## config.mk

```make
export PLATFORM = sky130hd
export DESIGN_NAME = btn_accumulator
export DESIGN_NICKNAME = d
export VERILOG_FILES = /design/src/rtl/btn_accumulator.sv
export SDC_FILE = /design/constraint.sdc
export NUM_CORES = 1
export LEC_CHECK = 0
export BUFFER_PORTS_ARGS = -buffer_cell sky130_fd_sc_hd__buf_2
export CAP_MARGIN = 20
export CORE_MARGIN = 1.5
export CORE_UTILIZATION = 45
export DETAILED_ROUTE_END_ITERATION = 12
export HOLD_SLACK_MARGIN = 0.03
export PLACE_DENSITY_LB_ADDON = 0.25
export SLEW_MARGIN = 20
export SYNTH_ARGS = -nofsm -noshare
export SYNTH_HDL_FRONTEND = slang
export SYNTH_SLANG_ARGS = --single-unit
```

## constraint.sdc

```tcl
create_clock -name CLK -period 2.6 [get_ports CLK]
set_input_delay 0.13 -clock CLK [delete_from_list [all_inputs] [get_ports CLK]]
set_output_delay 0.13 -clock CLK [all_outputs]
set_load 0.005 [all_outputs]
```

## src/rtl/btn_accumulator.sv

```systemverilog
// -----------------------------------------------------------------------------
// btn_accumulator
//
// Purpose:
//   Debounces three raw push buttons (load, add, clr) and uses the resulting
//   one-cycle press pulses to drive an 8-bit accumulator. The accumulator is
//   cleared, loaded from the switches, or has the switches added to it. A
//   sticky carry flag records any add overflow. The outputs feed the two-digit
//   seven-segment display path and a carry LED.
//
// Parameters:
//   WIDTH            accumulator / switch width in bits
//   DEBOUNCE_CYCLES  clocks a raw level must stay stable before it is accepted
//   CNT_W            debounce counter width, 2**CNT_W > DEBOUNCE_CYCLES
//
// Ports:
//   CLK       in   1      system clock, rising edge
//   RST_N     in   1      asynchronous active-low reset
//   btn_load  in   1      raw load button, active-high, asynchronous
//   btn_add   in   1      raw add button, active-high, asynchronous
//   btn_clr   in   1      raw clear button, active-high, asynchronous
//   sw        in   WIDTH  switch operand, sampled on the execute cycle
//   value     out  WIDTH  accumulator contents (registered)
//   carry     out  1      sticky add-overflow flag (registered)
//   press     out  3      debounced press pulses {clr, add, load} (registered)
// -----------------------------------------------------------------------------
module btn_accumulator #(
  parameter int WIDTH           = 8,
  parameter int DEBOUNCE_CYCLES = 120000,
  parameter int CNT_W           = 17
) (
  input  logic             CLK,
  input  logic             RST_N,
  input  logic             btn_load,
  input  logic             btn_add,
  input  logic             btn_clr,
  input  logic [WIDTH-1:0] sw,
  output logic [WIDTH-1:0] value,
  output logic             carry,
  output logic [2:0]       press
);

  localparam logic [CNT_W-1:0] CNT_LAST = CNT_W'(DEBOUNCE_CYCLES - 1);

  // Bit order matches the press output: {clr, add, load}.
  logic [2:0] btn_raw;
  logic [2:0] press_q;

  assign btn_raw = {btn_clr, btn_add, btn_load};

  // ---------------------------------------------------------------------------
  // Per-button synchroniser, debouncer and rising-edge detector
  // ---------------------------------------------------------------------------
  genvar gi;
  generate
    for (gi = 0; gi < 3; gi++) begin : g_btn
      logic             sync1_q;
      logic             sync2_q;
      logic             stable_q;
      logic             stable_d;
      logic             stable_dly_q;
      logic [CNT_W-1:0] cnt_q;
      logic [CNT_W-1:0] cnt_d;

      // The counter only runs while the synchronised level disagrees with the
      // accepted level; any return to the accepted level restarts it.
      always_comb begin
        stable_d = stable_q;
        cnt_d    = '0;
        if (sync2_q != stable_q) begin
          if (cnt_q == CNT_LAST) begin
            stable_d = sync2_q;
            cnt_d    = '0;
          end else begin
            cnt_d = cnt_q + 1'b1;
          end
        end
      end

      always_ff @(posedge CLK or negedge RST_N) begin
        if (!RST_N) begin
          sync1_q      <= 1'b0;
          sync2_q      <= 1'b0;
          stable_q     <= 1'b0;
          stable_dly_q <= 1'b0;
          cnt_q        <= '0;
          press_q[gi]  <= 1'b0;
        end else begin
          sync1_q      <= btn_raw[gi];
          sync2_q      <= sync1_q;
          stable_q     <= stable_d;
          stable_dly_q <= stable_q;
          cnt_q        <= cnt_d;
          // Pulse on the cycle after the accepted level rises; releases are
          // debounced identically but never produce a pulse.
          press_q[gi]  <= stable_q & ~stable_dly_q;
        end
      end
    end
  endgenerate

  // ---------------------------------------------------------------------------
  // Accumulator: executes the cycle after a press pulse, clr > load > add
  // ---------------------------------------------------------------------------
  logic [WIDTH-1:0] value_q;
  logic [WIDTH-1:0] value_d;
  logic             carry_q;
  logic             carry_d;
  logic [WIDTH:0]   sum;

  assign sum = {1'b0, value_q} + {1'b0, sw};

  always_comb begin
    value_d = value_q;
    carry_d = carry_q;
    if (press_q[2]) begin
      value_d = '0;
      carry_d = 1'b0;
    end else if (press_q[0]) begin
      value_d = sw;
      carry_d = 1'b0;
    end else if (press_q[1]) begin
      value_d = sum[WIDTH-1:0];
      carry_d = carry_q | sum[WIDTH];
    end
  end

  always_ff @(posedge CLK or negedge RST_N) begin
    if (!RST_N) begin
      value_q <= '0;
      carry_q <= 1'b0;
    end else begin
      value_q <= value_d;
      carry_q <= carry_d;
    end
  end

  assign value = value_q;
  assign carry = carry_q;
  assign press = press_q;

endmodule

```

# Yosys cells after proc, flatten, opt, wreduce, memory -nomap -nowiden
# Index checks and enable logic that the tools add are counted.
op_classes:
  add_sub_neg: 4
  multipliers: 0
  div_mod_pow: 0
  magnitude_cmp: 0
  eq_ne: 6
  n_shift: 0
  n_mux: 12
  bitwise_logic: 7
  reduce_logical: 4
ops:
  columns: ["operator", "n"]
  rows:
  - ["17-bit two-way mux", 6]
  - ["17-bit by 1-bit adder with 17-bit output (second input constant)", 3]
  - ["17-bit equality test (second input constant)", 3]
  - ["8-bit two-way mux", 3]
  - ["8-bit by 8-bit adder with 9-bit output", 1]
  - ["2-bit AND reduction", 3]
  - ["1-bit bitwise AND", 3]
  - ["1-bit two-way mux", 3]
  - ["1-bit inequality test", 3]
  - ["1-bit inverter", 3]
  - ["3-bit nonzero test", 1]
  - ["1-bit bitwise OR", 1]
totals:
  register_bits: 75
  latchBits: 0
  ramBits: 0
  romBits: 0
  input_bits: 13
  memories: 0

# Depth between registers and ports, before layout
depth:
  ltp_word: 5
  depth_mapped: 8

# Worst setup path after synthesis
# No wires, ideal clock.
synth_timing:
  kind: "register to register"
  startpoint: "register value_q[0], in the netlist value[0]"
  endpoint: "register value_q[6], in the netlist value[6]"
  setup_ns: 0.111
  t_arrival_ns: 1.947
  t_required_ns: 2.489
  setup_slack_ns: 0.541
  path_stages_with_launch: 9
  n_path_buf: 0
  cell_sequence: "dfrtp_1 > ha_1 > inv_1 > fa_1 > nor2b_4 > o2111a_1 > a2111oi_4 > xnor2_1 > a2111oi_2"
synth_between:
  elab_chain_len: 4
synth_rtl:
  columns: ["element", "line", "text"]
  rows:
  - ["start: declaration", "105", "logic [WIDTH-1:0] value_q;"]
  - ["start signal: assignment", "133", "value_q <= value_d;"]
  - ["8-bit by 8-bit adder with 9-bit output", "111", "assign sum = {1'b0, value_q} + {1'b0, sw};"]
  - ["8-bit two-way mux", "122", "end else if (press_q[1]) begin"]
  - ["8-bit two-way mux", "119", "end else if (press_q[0]) begin"]
  - ["8-bit two-way mux", "116", "if (press_q[2]) begin"]
# No other way between the ends. The select of a mux whose other input is x is not followed.
# A chain may end at the register's enable or synchronous reset.

# Worst setup path in the final report
layout_timing:
  startpoint: "register value_q[0], in the netlist value[0]"
  endpoint: "register carry_q, in the netlist carry"
layout_between:
  elab_chain_len: 5
layout_rtl:
  columns: ["element", "line", "text"]
  rows:
  - ["8-bit by 8-bit adder with 9-bit output", "111", null]
  - ["1-bit bitwise OR", "124", "carry_d = carry_q | sum[WIDTH];"]
  - ["1-bit two-way mux", "122", null]
  - ["1-bit two-way mux", "119", null]
  - ["1-bit two-way mux", "116", null]
  - ["end signal: assignment", "134", "carry_q <= carry_d;"]
  - ["end: declaration", "107", "logic carry_q;"]
# No other way between the ends. The select of a mux whose other input is x is not followed.

==> results.yml <==
yosys:
  synth_edf_count: 0
  ys_seq_elements: 75
  yosys_most_used_dff: "dfrtp_1"
  ys_async_sr_fraction_pct: 100
  ys_warn_count: 0
  syn_avg_cell_area_um2: 10.3
  yosysTopAreaCellShare_pct: 50.7
  syn_area_um2: 3700
  synthTopCellsByArea: "dfrtp_1 51%, xor2_1 7.8%, nor2_1 6.8%, xnor2_1 4.0%, ha_1 3.7%"
  syn-num-nets: 385
  synth_cell_types: 48
  yosys.area.top_type: "dfrtp_1"
  synth-seq-area-share_pct: 50.7
  netlist_instances: 360
floorplanning:
  core-area_um2: 7850
  num_rows: 32
  fp.dieH_um: 93.7
  fp.dieArea_um2: 8790
  dieWidth_um: 93.7
  start_util_pct: 47.2
  boundaryPins: 25
detailed_routing:
  routedWlPerCell_um: 12.7
  routed_wl_mm: 6.32
  ant_nets: 0
  dr.pass1.iters: 4
  drt_iter0_markers: 96
  drc: 0
  viasPerCell: 5.17
  vias: 2568
cts:
  ctsRootBufferMaster: "clkbuf_8"
  cts_resized: 0
  cts_buffers: 9
  htreeDepth: 3
  clk_pin_slew_worst_paths_ns: 0.08
  clock_sinks: 75
  clk_latency_ns: 0.34
  ctsHoldBuffers: 4
  cts_tree: "yes"
  post_cts_buffers: 0
  clockBufferDepth: 2
placement:
  port_buffers: 24
  post_dp_cell_area_um2: 3890
  dp_hpwl_mm: 4.25
  gp_congestion: 0.786
grt:
  grt_pass1_wl_mm: 11.3
  overflow: 0
  track_usage_pct: 16.3
  grt_pass1_vias: 2550
  grt_max_degree: 76
  antenna_found_initial: 0
setup_path:
  rrSetupSlack_ns: 0.40
  required_ns: 2.80
  worstReg2RegEnd: "carry$_DFFE_PN0P_"
  critPathSlowestCell: "fa_1"
  crit_arrival_ns: 2.41
  endpoint_kind: "flop"
  cp.depth: 8
  crit_chain: "ha_1 -> inv_1 -> fa_1 -> nor2b_4 -> o2111a_1 -> a2111oi_4 -> o21a_1 -> a2111oi_0"
  cp-startpoint: "value[0]$_DFFE_PN0P_"
  start_kind: "flop"
  critical_path_buf_inv_count: 1
  path_delay_family: "compound AO/OA/AOI/OAI gates"
  cp_slowest_stage_delay_ns: 0.44
  cp_max_fo: 3
  crit_path_end: "carry$_DFFE_PN0P_"
  r2r_cells: 8
  timing.rr.start: "value[0]$_DFFE_PN0P_"
  critical_path_class: "reg2reg"
timing:
  hold_viol_final: 0
  max_freq_ghz: 0.454
  min_period_over_period_pct: 84.8
  rsz0062_at_grt: "false"
  fin_worst_skew_ns: 0.00703
  finalSetupViolations: 0
  worst_pin_slew_ns: 0.908
  setup_tns_ns: 0
  finalCriticalPeriod_ns: 2.20
  relSlewSlack_pct: 39.5
  drv_slew: 0
final_layout:
  final_area_um2: 4120
  post-route-util_pct: 52.5
  num_antenna_cells: 0
  fillers: 749
  final_nets: 415
  drive_gt1_share_pct: 13.4
  syn_to_final_growth_pct: 11.2
power_and_ir_drop:
  seqPwrFrac_pct: 54.8
  peakVddDrop_uv: 424
  pwr-share-clk_pct: 39.9
  cellLeakagePower_nw: 1.86
  combPwrFrac_pct: 5.3
  p_sw_w: 0.000511
  p_int_w: 0.00167
  powerDensity_nw_per_um2: 530
  swShare_pct: 23.4
flow_run:
  max_cap_violations: 0
min_path:
  worstHoldPathType: "in2reg"
status:
  status: "completed"
worst min path at each step:
stage                     depth (start not counted)  slack (ns)                         end    start
after floorplan                                   0       -0.17           carry$_DFFE_PN0P_    RST_N
after global placement                            1        0.24  g_btn[2].sync1_q$_DFF_PN0_  btn_clr
after detailed placement                          1        0.24  g_btn[2].sync1_q$_DFF_PN0_  btn_clr
after CTS                                         3        0.04        value[5]$_DFFE_PN0P_    sw[5]
after global routing                              3        0.05        value[5]$_DFFE_PN0P_    sw[5]
final                                             3        0.06        value[4]$_DFFE_PN0P_    sw[4]
power groups by stage:
| stage | Combinational, W | Clock [W] | Sequential, W |
|---|---|---|---|
| 6_report | 0.000116 | 0.000872 | 0.00120 |
| 5_1_grt | 0.000136 | 0.000958 | 0.00120 |
| 4_1_cts | 0.000119 | 0.000910 | 0.00120 |
| 3_5_place_dp | 0.000113 | 0 | 0.00122 |
| 3_3_place_gp | 0.000112 | 0 | 0.00122 |
| 2_1_floorplan | 0.0000718 | 0 | 0.00122 |
synthesized netlist by cell type (all sizes together), types with 4 or more instances:
library cell / instances
ha: 11
a21oi: 12
xnor2: 17
nor2: 67
buf: 9
nor3: 9
xor2: 33
nand2: 16
inv: 15
or2: 4
nor2b: 5
nor4: 4
and3: 9
dfrtp: 75
nand4: 14
nand3: 21
area by class of cell:
| class | instances | area (um^2) | area share, % |
|---|---|---|---|
| Clock buffer | 10 | 128 | 3.10 |
| Clock inverter | 6 | 65.1 | 1.58 |
| Timing Repair Buffer | 30 | 178 | 4.31 |
| Tap cell | 102 | 128 | 3.10 |
| Sequential cell | 75 | 1880 | 45.6 |
| Multi-Input combinational cell | 259 | 1690 | 41.0 |
| Inverter | 15 | 56.3 | 1.37 |
sequential cells by signal, summed over array words and instances, names as in the netlist:
register / flops
press: 3
g_btn.sync1_q: 3
carry: 1
g_btn.stable_q: 3
g_btn.sync2_q: 3
g_btn.stable_dly_q: 3
g_btn.cnt_q: 51
value: 8
worst register-to-register path: cells and delay by family, from the launching register on:
kind / cells / cell delay (ns)
compound gates: 4 / 0.86
fa+ha+maj: 2 / 0.64
flops: 1 / 0.37
simple gates: 1 / 0.14
buf+inv: 1 / 0.06
layer usage:
| metal | track usage, % | wire (um) |
|---|---|---|
| met5 | 0 | 0 |
| met4 | 4.98 | 79 |
| met3 | 5.18 | 230 |
| met2 | 26.8 | 2950 |
| met1 | 20.6 | 3060 |
stage by stage:
step	std cells	worst slack, ns	total power, W	hold WS [ns]
after detailed placement	477	0.374	0.00133	0.239
final	497	0.395	0.00218	0.0605
after global placement	477	0.496	0.00133	0.242
after CTS	497	0.339	0.00222	0.0392
after floorplan	360	0.541	0.00129	-0.166
after global routing	497	0.263	0.00229	0.0475
cell usage in the layout (no fill, tap or decap), types with 2 or more instances in the layout:
master / n
nand3_1: 21
buf_2: 23
a221oi_1: 2
mux2i_1: 2
xnor2_1: 17
dfrtp_1: 75
buf_4: 3
inv_1: 15
and4_1: 3
mux2_2: 3
a21oi_1: 12
clkinv_2: 2
nand2_1: 16
xor2_1: 33
dlygate4sd3_1: 4
a211oi_1: 2
and3_1: 9
nor2_1: 67
ha_1: 11
nor2b_1: 4
clkbuf_8: 9
nor4_1: 4
nor3_1: 8
or2_2: 4
nor4bb_1: 2
nand4_1: 14
o21ai_0: 3
cell families (layout without fill, tap and decap cells):
logic type	Yosys count	count (layout)	share of synthesized area, %
compound gates	31	31	6.35
fa+ha+maj	12	12	4.26
flops	75	75	50.7
xor+xnor	50	50	11.8
mux	5	5	1.45
simple gates	161	161	21.7
buf+inv	26	61	3.75
Note: power is estimated with default switching activity, not from simulation.
